==> src/rtl/microinstruction_issue.sv <==
// Issue head of the microinstruction C/T chain: accepts macro-ops, expands repeat bursts.
// Optional issue counter enabled by defining MICRO_ISSUE_STATS_EN.
module microinstruction_issue #(
    parameter int unsigned C_W    = 6,
    parameter int unsigned T_W    = 7,
    parameter int unsigned REP_W  = 4,
    parameter int unsigned T_STEP = 1
`ifdef MICRO_ISSUE_STATS_EN
    ,
    parameter int unsigned STAT_W = 16
`endif
) (
    input  logic             clock,
    input  logic             reset_n,
    input  logic             in_valid,
    output logic             in_ready,
    input  logic [C_W-1:0]   in_ctrl,
    input  logic [T_W-1:0]   in_target,
    input  logic [REP_W-1:0] in_repeat,
    input  logic             stall,
    output logic [C_W-1:0]   C1,
    output logic [T_W-1:0]   T1,
    output logic             issue_valid,
    output logic             last,
    output logic             busy
`ifdef MICRO_ISSUE_STATS_EN
    ,
    output logic [STAT_W-1:0] issue_count
`endif
);

    typedef enum logic {
        S_IDLE  = 1'b0,
        S_ISSUE = 1'b1
    } state_t;

    localparam logic [T_W-1:0] L_STEP = T_W'(T_STEP);

    state_t           r_state;
    logic [REP_W-1:0] r_remaining;
    logic [C_W-1:0]   r_c1;
    logic [T_W-1:0]   r_t1;
    logic             r_issue_valid;
    logic             r_last;
    logic             w_accept;
    logic             w_load;

    assign in_ready    = (r_state == S_IDLE) && !stall;
    assign w_accept    = in_ready && in_valid;
    // A word lands in C1/T1 on an accept or on any unstalled burst-continuation edge.
    assign w_load      = w_accept || ((r_state == S_ISSUE) && !stall);

    assign C1          = r_c1;
    assign T1          = r_t1;
    assign issue_valid = r_issue_valid;
    assign last        = r_last;
    assign busy        = (r_state == S_ISSUE);

    always_ff @(posedge clock or negedge reset_n) begin
        if (!reset_n) begin
            r_state       <= S_IDLE;
            r_remaining   <= '0;
            r_c1          <= '0;
            r_t1          <= '0;
            r_issue_valid <= 1'b0;
            r_last        <= 1'b0;
        end else if (!stall) begin
            case (r_state)
                S_IDLE: begin
                    if (in_valid) begin
                        r_c1          <= in_ctrl;
                        r_t1          <= in_target;
                        r_issue_valid <= 1'b1;
                        if (in_repeat == '0) begin
                            r_last <= 1'b1;
                        end else begin
                            r_last      <= 1'b0;
                            r_remaining <= in_repeat;
                            r_state     <= S_ISSUE;
                        end
                    end else begin
                        r_c1          <= '0;
                        r_issue_valid <= 1'b0;
                        r_last        <= 1'b0;
                    end
                end
                S_ISSUE: begin
                    r_t1          <= r_t1 + L_STEP;
                    r_issue_valid <= 1'b1;
                    r_remaining   <= r_remaining - 1'b1;
                    if (r_remaining == REP_W'(1)) begin
                        r_last  <= 1'b1;
                        r_state <= S_IDLE;
                    end else begin
                        r_last <= 1'b0;
                    end
                end
                default: r_state <= S_IDLE;
            endcase
        end
    end

`ifdef MICRO_ISSUE_STATS_EN
    logic [STAT_W-1:0] r_issue_count;

    assign issue_count = r_issue_count;

    always_ff @(posedge clock or negedge reset_n) begin
        if (!reset_n) begin
            r_issue_count <= '0;
        end else if (w_load && (r_issue_count != '1)) begin
            r_issue_count <= r_issue_count + 1'b1;
        end
    end
`endif

endmodule

==> config.mk <==
export PLATFORM = sky130hd
export DESIGN_NAME = microinstruction_issue
export DESIGN_NICKNAME = d
export VERILOG_FILES = /design/src/rtl/microinstruction_issue.sv
export SDC_FILE = /design/constraint.sdc
export NUM_CORES = 1
export LEC_CHECK = 0
export ABC_AREA = 1
export CORE_UTILIZATION = 40
export DETAILED_ROUTE_END_ITERATION = 12
export GPL_TIMING_DRIVEN = 1
export PLACE_DENSITY = 0.72
export SYNTH_ARGS = -nofsm -noshare
export SYNTH_HDL_FRONTEND = slang
export SYNTH_SLANG_ARGS = --single-unit
==> constraint.sdc <==
create_clock -name clock -period 1.4 [get_ports clock]
set_input_delay 0.35 -clock clock [delete_from_list [all_inputs] [get_ports clock]]
set_output_delay 0.35 -clock clock [all_outputs]
set_load 0.005 [all_outputs]
==> After elaboration in Yosys (flattened, before gate mapping) <==
Index checks and enable logic that the tools add are counted.
{ "op_classes": {"bitwise_logic": 2, "add_sub_neg": 2, "n_eq_ne": 3, "n_reduce_logical": 6, "mux": 16} }
{ "ops": {"columns": ["operator", "count"], "rows": [
  ["7-bit one-hot mux with 2 select lines", 1],
  ["4-bit 2-to-1 mux", 2],
  ["4-bit one-hot mux with 2 select lines", 1],
  ["7-bit by 1-bit adder with 7-bit output, second input constant", 1],
  ["1-bit 2-to-1 mux", 7],
  ["7-bit 2-to-1 mux", 1],
  ["6-bit 2-to-1 mux", 1],
  ["1-bit one-hot mux with 2 select lines", 3],
  ["4-bit by 1-bit == test with 1-bit output, second input constant", 1],
  ["4-bit logical NOT", 1],
  ["2-bit inequality test, second input constant", 2],
  ["2-bit AND reduction", 2],
  ["4-bit by 1-bit subtractor with 4-bit output, second input constant", 1],
  ["3-bit AND reduction", 1],
  ["1-bit NOT", 2],
  ["1-bit logical AND", 1],
  ["1-bit logical NOT", 1]
]} }
{ "totals": {"elab_cells": 35, "out_inout_bits": 17, "register_bits": 20} }

==> Logic depth before layout (Yosys ltp) <==
Gate-level depths: netlist (run 1).
{ "depth": {"ltp_word": 4, "ltp_mapped": 7, "ltp_nobuf": 7} }

==> Least setup slack after synthesis (run 1) <==
No wires, ideal clock.
{ "synth_path": {"kind": "register to register", "startpoint": "reg r_remaining[0]", "endpoint": "reg r_remaining[2]", "setup_time_ps": 117, "arrival_ps": 1114, "path_stages_with_launch": 8, "period_less_slack_ps": 1231, "t_required_ps": 1283, "slack_ps": 169, "cell_sequence": "dfrtp_1 inv_1 ha_1 or2_2 nand3_1 nand2_1 nand2_1 o21ai_2"} }
{ "synth_via": {"elab_chain_cells": 2} }
{ "synth_lines": {"columns": ["item", "line_no", "rtl"], "rows": [
  ["start: declaration", "40", "logic [REP_W-1:0] r_remaining;"],
  ["start signal: assignment", "78", "r_remaining <= in_repeat;"],
  ["start signal: assignment", "90", "r_remaining <= r_remaining - 1'b1;"],
  ["4-bit by 1-bit subtractor with 4-bit output", "90", null],
  ["4-bit one-hot mux with 2 select lines", "68", "case (r_state)"]
]} }
Every way passes these cells.
A chain may end at the register's enable or synchronous reset.

==> Worst setup path in the final report (run 1) <==
{ "layout_path": {"startpoint": "reg r_state, in the netlist busy", "endpoint": "out in_ready"} }
{ "layout_via": {"elab_chain_cells": 2} }
{ "layout_lines": {"columns": ["item", "line_no", "rtl"], "rows": [
  ["start: declaration", "39", "state_t r_state;"],
  ["start signal: assignment", "61", "r_state <= S_IDLE;"],
  ["start signal: assignment", "79", "r_state <= S_ISSUE;"],
  ["start signal: assignment", "93", "r_state <= S_IDLE;"],
  ["1-bit NOT", null, null],
  ["1-bit logical AND", "48", "assign in_ready = (r_state == S_IDLE) && !stall;"],
  ["end: declaration", "16", "output logic in_ready,"]
]} }
Every way passes these cells.

==> metrics, run 1 <==
status=complete, but fails checks; failing checks=setup timing; post-route cell area=about 0.0017 mm^2; most common cell after layout, fill and taps aside=nand2_1; most frequent cells in the layout=nand2_1, buf_4, dfrtp_1; share of layout cells above drive strength 1=between 20% and 30%; Max FO, Critical Path=2; Mapped Area=~0.0011 mm^2; final setup vio count=1; vias in the first global route=1171; NumNets Final=between 200 and 250; Final Skew=about 0.0024 ns; Max Fclk=roughly 700 MHz; Placeable Area=approximately 0.0026 mm^2; Diodes inserted=0; WS Path Type=flop to output pin; Mapped Cells=150; Syn Area/Cell=between 7 and 8 um^2; wire per inst=12.72 um; R2R setup slack=0.07 ns; reg2reg start=busy; DR iter-0 viols=25; Die ar.=0.003041 mm^2; EDFF count, synth=0; GPL Wtd Cong=a little under 0.8; Layout area overhead=54.04%; worst hold path class=input pin to asynchronous set/reset pin; worst skew pair latency=between 0.3 and 0.4 ns; endpoint class of the critical path=output pin; CP startpoint=busy; Residual DRC=0; CTS tree=yes; RSZ-0062 raised after global routing=yes; # rows=18; worst hold margin=roughly 0.37 ns; synth top area cells=dfrtp_1, nand2_1, nand3_1; Yosys reg bits=20; H-tree levels=1; initial antenna violation count=0; syn nets=174; total number of vias=1162; maximum vdd drop=around 0.0012 V; area leader, netlist=dfrtp_1; Slew Limit Fails=0; PD cells=a little under 2000 mW/mm^2; IO Port Bufs=37; Seq/Total Area, Yosys=about 44%; boundary pin count=38; Async SR Flop Fraction=100.0%; Die H=55.15 um; Critical Path Source Type=flop; Final Hold Vio Count=0; CP max-delay cell=dfrtp_1; gr usage total=a little under a quarter; Routed WL=around 3000 um; Num CTS Buffers=3; Root Buffer Master=clkbuf_4; Synth Flop Type=dfrtp_1; Die Width=roughly 55 um; Worst slew margin=roughly 82%; first-pass GRT wire length=between 4000 and 5000 um; Vias/cell=just under 5; WP data required=approximately 1.1 ns; clk buf depth=2; HPWL Detailed=between 2000 and 2500 um; CP Cell Sequence=buf_6 -> nor2_4 -> buf_2; largest net degree at the start of global routing=21; Syn. warnings=0; Post-Place Setup Slack=-0.4028 ns; final worst slack=-0.02247 ns; standby leakage power=0.9135 nW; final worst path period need=between 1 and 1.5 ns; drt pass-1 iters=4; synth unique cells=24; maxcap violations=0; total clock sinks=20; Worst EP arrival=around 1.1 ns; share of the synthesized area in the top cell type=between 40% and 50%; GRT overflow=0; area of placed instances=about 0.0016 mm^2; Reg clk slew, reported paths=~0.12 ns; Worst path max stage delay=~0.42 ns; final worst path period share=101.6%; Filler Cells Inserted=238; actual slew at the worst max-slew pin=about 0.27 ns; initial core utilization=between 40 and 50%; post-route ant nets=0
## repair_timing
| action | CTS | global route |
|---|---|---|
| resized for setup | 22 | 9 |
| hold buffers | 0 | 0 |
| gates cloned | 0 | 0 |
| pin swaps | 1 | 0 |
| hold endpoints to repair | 0 | 0 |
| buffers inserted | 9 | 0 |
| setup endpoints to repair | 18 | 13 |
## cell type report
| cell class | count | area [um^2] | share of cell area (%) |
|---|---|---|---|
| Clock buffer | 4 | 36.28 | 2.085 |
| Inverter | 14 | 58.81 | 3.379 |
| Multi-Input combinational cell | 113 | 571.8 | 32.85 |
| Sequential cell | 20 | 500.5 | 28.76 |
| Tap cell | 30 | 37.54 | 2.157 |
| Timing Repair Buffer | 61 | 535.5 | 30.77 |
## critical path, delay by kind of cell, from the launching register on
family / cells / cell delay [ns]
simple gates: 1 / 0.09
flops: 1 / 0.42
buf+inv: 2 / 0.25
## worst paths after layout
kind                                  end  depth (start not counted)
setup / recovery                 in_ready                          3
hold / removal                      T1[6]                          2
setup reg to reg           r_remaining[0]                          8
hold reg to reg               issue_valid                          2
max in group asynchronous  r_remaining[0]                          2
min in group clock            issue_valid                          4
## per-stage QoR
step / setup TNS (ns) / instances / util [%] / total power [mW]
6_report: -0.02247 / 242 / 67.79 / 3.441
4_1_cts: -0.1662 / 242 / 67.30 / 3.406
3_3_place_gp: -3.088 / 229 / 63.69 / 2.960
3_5_place_dp: -3.666 / 229 / 63.69 / 3.023
5_1_grt: -0.07695 / 242 / 67.79 / 3.772
2_1_floorplan: 0 / 150 / - / 2.068
## cell usage after synthesis (2+ instances only)
library cell  count
nand2_4           2
or2_2             2
inv_1            11
o21ai_0          12
dfrtp_1          20
nor2_1           16
o21ai_1           3
nand3_1          16
o21ai_2           3
o21bai_1          2
nand2_1          45
buf_2             3
nor2_2            2
ha_1              3
## metal layers
layer,routed length (um),track usage (%),up-vias
met5,0,0,-
met4,12,7.917,0
met3,103,7.104,2
met2,1640,41.77,24
met1,1323,24.96,529
li1,-,-,607
## where the power goes
| group | internal [mW] | switching [mW] | total [mW] |
|---|---|---|---|
| clock | 0.159 | 0.188 | 0.347 |
| sequential | 0.857 | 0.146 | 1.00 |
| combinational | 1.04 | 1.05 | 2.09 |
## kinds of logic (layout without fill, tap and decap cells)
kind of cell | after synthesis | in the layout | synth area share (%)
adder cells (fa/ha/maj) | 3 | 3 | 3.323
flip-flops | 20 | 20 | 44.30
AND/OR/NAND/NOR | 87 | 87 | 34.11
AO/OA/AOI/OAI | 23 | 23 | 11.96
buffers and inverters | 17 | 79 | 6.312
## flip-flops by register name, summed over array words and instances, names as in the netlist
signal,cells
issue_valid,1
C1,6
T1,7
r_remaining,4
last,1
busy,1
No activity file was read; power rests on OpenSTA's default activity.
==> run 2, diff against run 1 <==
CAP_MARGIN = 5   (was not set)
CORE_MARGIN = 5   (was not set)
==> run 2 against run 1 <==
- the flow now finishes without violations
- sequential share of layout area rose by 0.42 points
- clock skew rose by 0.0050 ns
- largest power group unchanged
- critical path depth fell by 2
- via count fell by 0.69%
- combinational power fell by 9.6%
- critical endpoint is now busy
- global-route usage fell by 7.8 points
- wire length fell by 7.7%
- first-iteration DRC count rose by 52%
- die area rose by 31%
==> metrics, run 2 (synthesis results as in run 1) <==
CP top delay family=flip-flops (unchanged); Final Skew=0.007380 ns (was 0.002419 ns); Routed WL=2841 um (was 3079 um); Worst path max stage delay=0.43 ns (was 0.42 ns); gr busiest metal=met2 (unchanged); Critical Path Source Type=flop (unchanged); clk buf depth=2 (unchanged); Diodes inserted=0 (unchanged); post-route ant nets=0 (unchanged); maximum vdd drop=0.001228 V (was 0.001245 V); RSZ-0062 raised after global routing=yes (unchanged); crit path to=busy (was in_ready); initial core utilization=41.33% (was 44.01%); worst skew pair latency=0.30 ns (was 0.31 ns); worst hold path class=input pin to asynchronous set/reset pin (unchanged); largest net degree at the start of global routing=24 (was 21); area of placed instances=0.001599 mm^2 (was 0.001635 mm^2); GPL Wtd Cong=0.8227 (was 0.7789); CP Cell Sequence=dlygate4sd2_1 (was buf_6 -> nor2_4 -> buf_2); total number of vias=1154 (was 1162); post-route cell area=0.001715 mm^2 (was 0.001740 mm^2); final worst slack=0.05246 ns (was -0.02247 ns); final worst path period share=96.25% (was 101.6%); met2 Resource Use GR=26.54% (was 41.77%); total clock sinks=20 (unchanged); WS Path Type=flop to output pin (unchanged); boundary pin count=38 (unchanged); IO Port Bufs=37 (unchanged); wire per inst=11.89 um (was 12.72 um); NumNets Final=233 (was 237); Die H=63.15 um (was 55.15 um); reg2reg start=T1[0] (was busy); WP data required=1.05 ns (about the same); Post-Place Setup Slack=-0.3760 ns (was -0.4028 ns); met1 usage=18.42% (was 24.96%); Reg clk slew, reported paths=0.13 ns (was 0.12 ns); Largest register FFs=7 (unchanged); Root Buffer Master=clkbuf_4 (unchanged); Filler Cells Inserted=249 (was 238); Layout area overhead=51.83% (was 54.04%); Comb power frac=55.9% (was 60.8%); reported net switching power=1.324 mW (was 1.388 mW); Stages on worst setup path=1 (was 3); drt pass-1 iters=4 (unchanged); Residual DRC=0 (unchanged); clock share of power=14.2% (was 10.1%); vias in the first global route=1150 (was 1171); Placeable Area=0.002734 mm^2 (was 0.002567 mm^2); PD cells=1970 mW/mm^2 (was 1977 mW/mm^2); endpoint class of the critical path=output pin (unchanged); status=finished clean (was complete, but fails checks); Max FO, Critical Path=3 (was 2); initial antenna violation count=0 (unchanged); final worst path period need=1.348 ns (was 1.422 ns); Slew Limit Fails=0 (unchanged); actual slew at the worst max-slew pin=0.2628 ns (was 0.2684 ns); DR iter-0 viols=38 (was 25); most common cell after layout, fill and taps aside=nand2_1 (unchanged); Flop pwr share=30.0% (was 29.1%); Vias/cell=4.828 (was 4.802); # rows=19 (was 18); gr usage total=15.18% (was 22.98%); H-tree levels=1 (unchanged); CP max-delay cell=dfrtp_1 (unchanged); reg-to-reg endpoint=T1[2] (was r_remaining[0]); R2R setup slack=0.07 ns (about the same); first-pass GRT wire length=5064 um (was 4878 um); final setup vio count=0 (was 1); Final Hold Vio Count=0 (unchanged); Num CTS Buffers=3 (unchanged); Die Width=63.15 um (was 55.15 um); GRT met3 Usage=3.552% (was 7.104%); # hold bufs at CTS=0 (unchanged); standby leakage power=0.8982 nW (was 0.9135 nW); post-layout util=62.75% (was 67.79%); sw frac=39.16% (was 40.32%); most frequent cells in the layout=nand2_1, dfrtp_1, clkdlybuf4s50_1, buf_4 (was nand2_1, buf_4, dfrtp_1); maxcap violations=0 (unchanged); Die ar.=0.003987 mm^2 (was 0.003041 mm^2); share of layout cells above drive strength 1=20.19% (was 22.17%); GRT overflow=0 (unchanged); Critical path buffers and inverters=1 (was 2); HPWL Detailed=2150 um (was 2225 um); FF-to-FF path depth=5 (was 8); CP startpoint=busy (unchanged); Max Fclk=742.1 MHz (was 703.0 MHz); Worst slew margin=82.48% (was 82.10%); CTS tree=yes (unchanged); placed insts=225 (was 229); Internal Pwr Total=2.057 mW (was 2.053 mW); Worst EP arrival=1.00 ns (was 1.07 ns); Final Non-Filler Cells=239 (was 242)
## run 2: cell count changes in the layout (fill, tap and decap cells not counted), sizes merged
cell / previous run / this run
buf: 25 / 21
clkbuf: 5 / 3
bufinv: 0 / 1
dlygate4sd2: 15 / 16
## run 2: layer usage
| layer | routed length (um) | vias up | share of wire [%] |
|---|---|---|---|
| li1 | - | 601 | - |
| met2 | 1414 | 21 | 50 |
| met3 | 135 | 2 | 4.8 |
| met5 | 0 | - | 0 |
| met1 | 1268 | 530 | 45 |
| met4 | 23 | 0 | 0.81 |
## run 2: layout make-up
| type | count | area (um^2) | share of cell area, % |
|---|---|---|---|
| clock buffer | 3 | 22.52 | 1.313 |
| multi-input combinational | 113 | 563.0 | 32.82 |
| inverter | 14 | 58.81 | 3.428 |
| clock inverter | 1 | 30.03 | 1.751 |
| sequential | 20 | 500.5 | 29.18 |
| timing repair buffer | 57 | 501.7 | 29.25 |
| tap | 31 | 38.79 | 2.261 |
## run 2: stage by stage
stage           TNS, ns  hold WS [ns]  power (mW)
2_1_floorplan         0       0.05441       2.068
3_3_place_gp     -3.247        0.4648       2.863
3_5_place_dp     -4.089        0.4724       2.925
4_1_cts        -0.01733        0.3753       3.383
5_1_grt         -0.1010        0.3946       3.744
6_report              0        0.3696       3.380
## run 2: worst min path at each step
stage                startpoint           to  slack [ns]  cells past startpoint
finish                  reset_n        T1[3]        0.37                      2
global route            reset_n        T1[5]        0.39                      2
CTS                     reset_n        T1[5]        0.38                      2
detailed placement  issue_valid  issue_valid        0.47                      2
global placement    issue_valid  issue_valid        0.46                      2
floorplan               reset_n        C1[0]        0.05                      0
## run 2: what timing repair did
| item | CTS | global route |
|---|---|---|
| setup buffers | 8 | 2 |
| endpoints found under the setup margin | 19 | 5 |
| pin swaps | 2 | 0 |
| gates resized for setup | 22 | 4 |
| cloned | 0 | 0 |
## run 2: power by group through the flow
| stage | clock network, mW | logic, mW | registers [mW] |
|---|---|---|---|
| 2_1_floorplan | 0 | 0.971 | 1.10 |
| 3_3_place_gp | 0 | 1.80 | 1.06 |
| 3_5_place_dp | 0 | 1.85 | 1.07 |
| 4_1_cts | 0.481 | 1.90 | 1.01 |
| 5_1_grt | 0.515 | 2.17 | 1.06 |
| 6_report | 0.479 | 1.89 | 1.01 |
==> run 3, diff against run 2 <==
CORE_UTILIZATION = 25   (was 40)
PLACE_DENSITY = not set   (was 0.72)
==> run 3 against run 2 <==
- first-iteration DRC count down 7.9%
- non-clock buffer count is 5 higher
- worst setup slack got worse by 0.016 ns
- critical path type unchanged
- wire length is 4.1% higher
- via count grew 1.6%
- worst hold slack improved by 0.055 ns
- count of clock-buffer cells in the layout grew 1
- clock skew decreased by 0.0021 ns
- design area grew 4.3%
- global-route usage is 5.3 points lower
- fmax decreased by 1.2%
==> metrics, run 3 (synthesis results as in run 1) <==
clk buf depth=2 (unchanged); actual slew at the worst max-slew pin=0.2696 ns (was 0.2628 ns); first-pass GRT wire length=4850 um (was 5064 um); # hold bufs at CTS=0 (unchanged); Root Buffer Master=clkbuf_8 (was clkbuf_4); Critical Path Source Type=flop (unchanged); Worst EP arrival=1.01 ns (was 1.00 ns); worst skew pair latency=0.26 ns (was 0.30 ns); Die ar.=0.005964 mm^2 (was 0.003987 mm^2); NumNets Final=238 (was 233); CTS tree=yes (unchanged); post-route ant nets=0 (unchanged); worst hold path class=input pin to asynchronous set/reset pin (unchanged); DR iter-0 viols=35 (was 38); R2R setup slack=0.08 ns (was 0.07 ns); Die H=77.23 um (was 63.15 um); Reg clk slew, reported paths=0.08 ns (was 0.13 ns); drt pass-1 iters=4 (unchanged); vias in the first global route=1134 (was 1150); Die Width=77.23 um (was 63.15 um); WP data required=1.05 ns (about the same); status=finished clean (unchanged); IO Port Bufs=37 (unchanged); Max FO, Critical Path=2 (was 3); met1 usage=12.34% (was 18.42%); share of layout cells above drive strength 1=21.60% (was 20.19%); # rows=24 (was 19); Layout area overhead=58.36% (was 51.83%); Final Skew=0.005282 ns (was 0.007380 ns); total clock sinks=20 (unchanged); initial core utilization=25.77% (was 41.33%); gr busiest metal=met2 (unchanged); boundary pin count=38 (unchanged); Num CTS Buffers=3 (unchanged); Vias/cell=4.426 (was 4.828); Slew Limit Fails=0 (unchanged); Max Fclk=733.3 MHz (was 742.1 MHz); post-layout util=40.81% (was 62.75%); GPL Wtd Cong=0.7856 (was 0.8227); standby leakage power=0.9255 nW (was 0.8982 nW); initial antenna violation count=0 (unchanged); final setup vio count=0 (unchanged); WS Path Type=flop to output pin (unchanged); gr usage total=9.835% (was 15.18%); Largest register FFs=7 (unchanged); Final Hold Vio Count=0 (unchanged); maxcap violations=0 (unchanged); final worst path period need=1.364 ns (was 1.348 ns); most common cell after layout, fill and taps aside=nand2_1 (unchanged); GRT met3 Usage=2.576% (was 3.552%); endpoint class of the critical path=output pin (unchanged); Placeable Area=0.004384 mm^2 (was 0.002734 mm^2); Residual DRC=0 (unchanged); wire per inst=11.16 um (was 11.89 um); maximum vdd drop=0.0004769 V (was 0.001228 V); final worst path period share=97.40% (was 96.25%); total number of vias=1173 (was 1154); GRT overflow=0 (unchanged); Filler Cells Inserted=456 (was 249); worst hold margin=0.4242 ns (was 0.3696 ns); RSZ-0062 raised after global routing=no (was yes); met2 Resource Use GR=16.08% (was 26.54%); most frequent cells in the layout=nand2_1, buf_4, dfrtp_1 (was nand2_1, dfrtp_1, clkdlybuf4s50_1, buf_4); H-tree levels=1 (unchanged); largest net degree at the start of global routing=23 (was 24); Routed WL=2957 um (was 2841 um); HPWL Detailed=2254 um (was 2150 um); Diodes inserted=0 (unchanged); PD cells=1927 mW/mm^2 (was 1970 mW/mm^2); Worst slew margin=82.03% (was 82.48%)
==> run 3: changes by cell type in the layout (fill, tap and decap cells not counted), sizes merged <==
cell | previous run | this run
clkinv | 1 | 0
bufinv | 1 | 0
buf | 21 | 26
clkbuf | 3 | 5
inv | 13 | 14
dlygate4sd2 | 16 | 15
==> run 3: timing repair <==
action                                 4_1_cts  5_1_grt
setup endpoints to repair                   19       10
buffers inserted                             8        1
cloned                                       0        0
pin swaps                                    1        2
endpoints found under the hold margin        0        0
gates resized for setup                     21        9
==> run 3: report_power, final <==
part / total [mW] / internal [mW] / switching, mW
logic: 1.99 / 1.01 / 0.975
registers: 1.01 / 0.859 / 0.154
clock network: 0.446 / 0.250 / 0.196
==> run 3: worst max-delay path, stage by stage (launching register included) <==
cell      delay (ns)
dfrtp_1         0.40
buf_4           0.14
buf_4           0.12
clkbuf_2        0.10
==> run 3: final cells by class <==
| cell class | instances | area [um^2] | share of cell area (%) |
|---|---|---|---|
| Multi-Input combinational cell | 113 | 565.5 | 31.61 |
| Timing Repair Buffer | 62 | 543.0 | 30.35 |
| Sequential cell | 20 | 500.5 | 27.97 |
| Tap cell | 52 | 65.06 | 3.636 |
| Inverter | 14 | 60.06 | 3.357 |
| Clock buffer | 4 | 55.05 | 3.077 |
==> run 3: path summary, 6_finish.rpt <==
path,startpoint,endpoint,depth (start not counted)
min,reset_n,T1[2],2
max,busy,busy,3
min in group clock,C1[5],C1[5],2
max reg2reg,T1[0],T1[2],5
min reg2reg,C1[5],C1[5],2
max in group asynchronous,reset_n,last,2
==> run 3: metal layers <==
metal / part of all wire, % / wire, um
met5: 0 / 0
met2: 48 / 1429
met3: 5.3 / 156
met1: 45 / 1321
met4: 1.7 / 49
==> run 3: metrics by stage <==
stage	power [mW]	area [um^2]	std cells	TNS [ns]	worst slack [ns]
after floorplan	2.068	1130	150	0	0.1690
after global placement	2.975	1670	252	-3.315	-0.3651
after detailed placement	2.995	1670	252	-3.479	-0.3615
after CTS	3.465	1770	264	-0.1478	-0.08748
after global routing	3.790	1789	265	0	0.003402
final	3.447	1789	265	0	0.03638
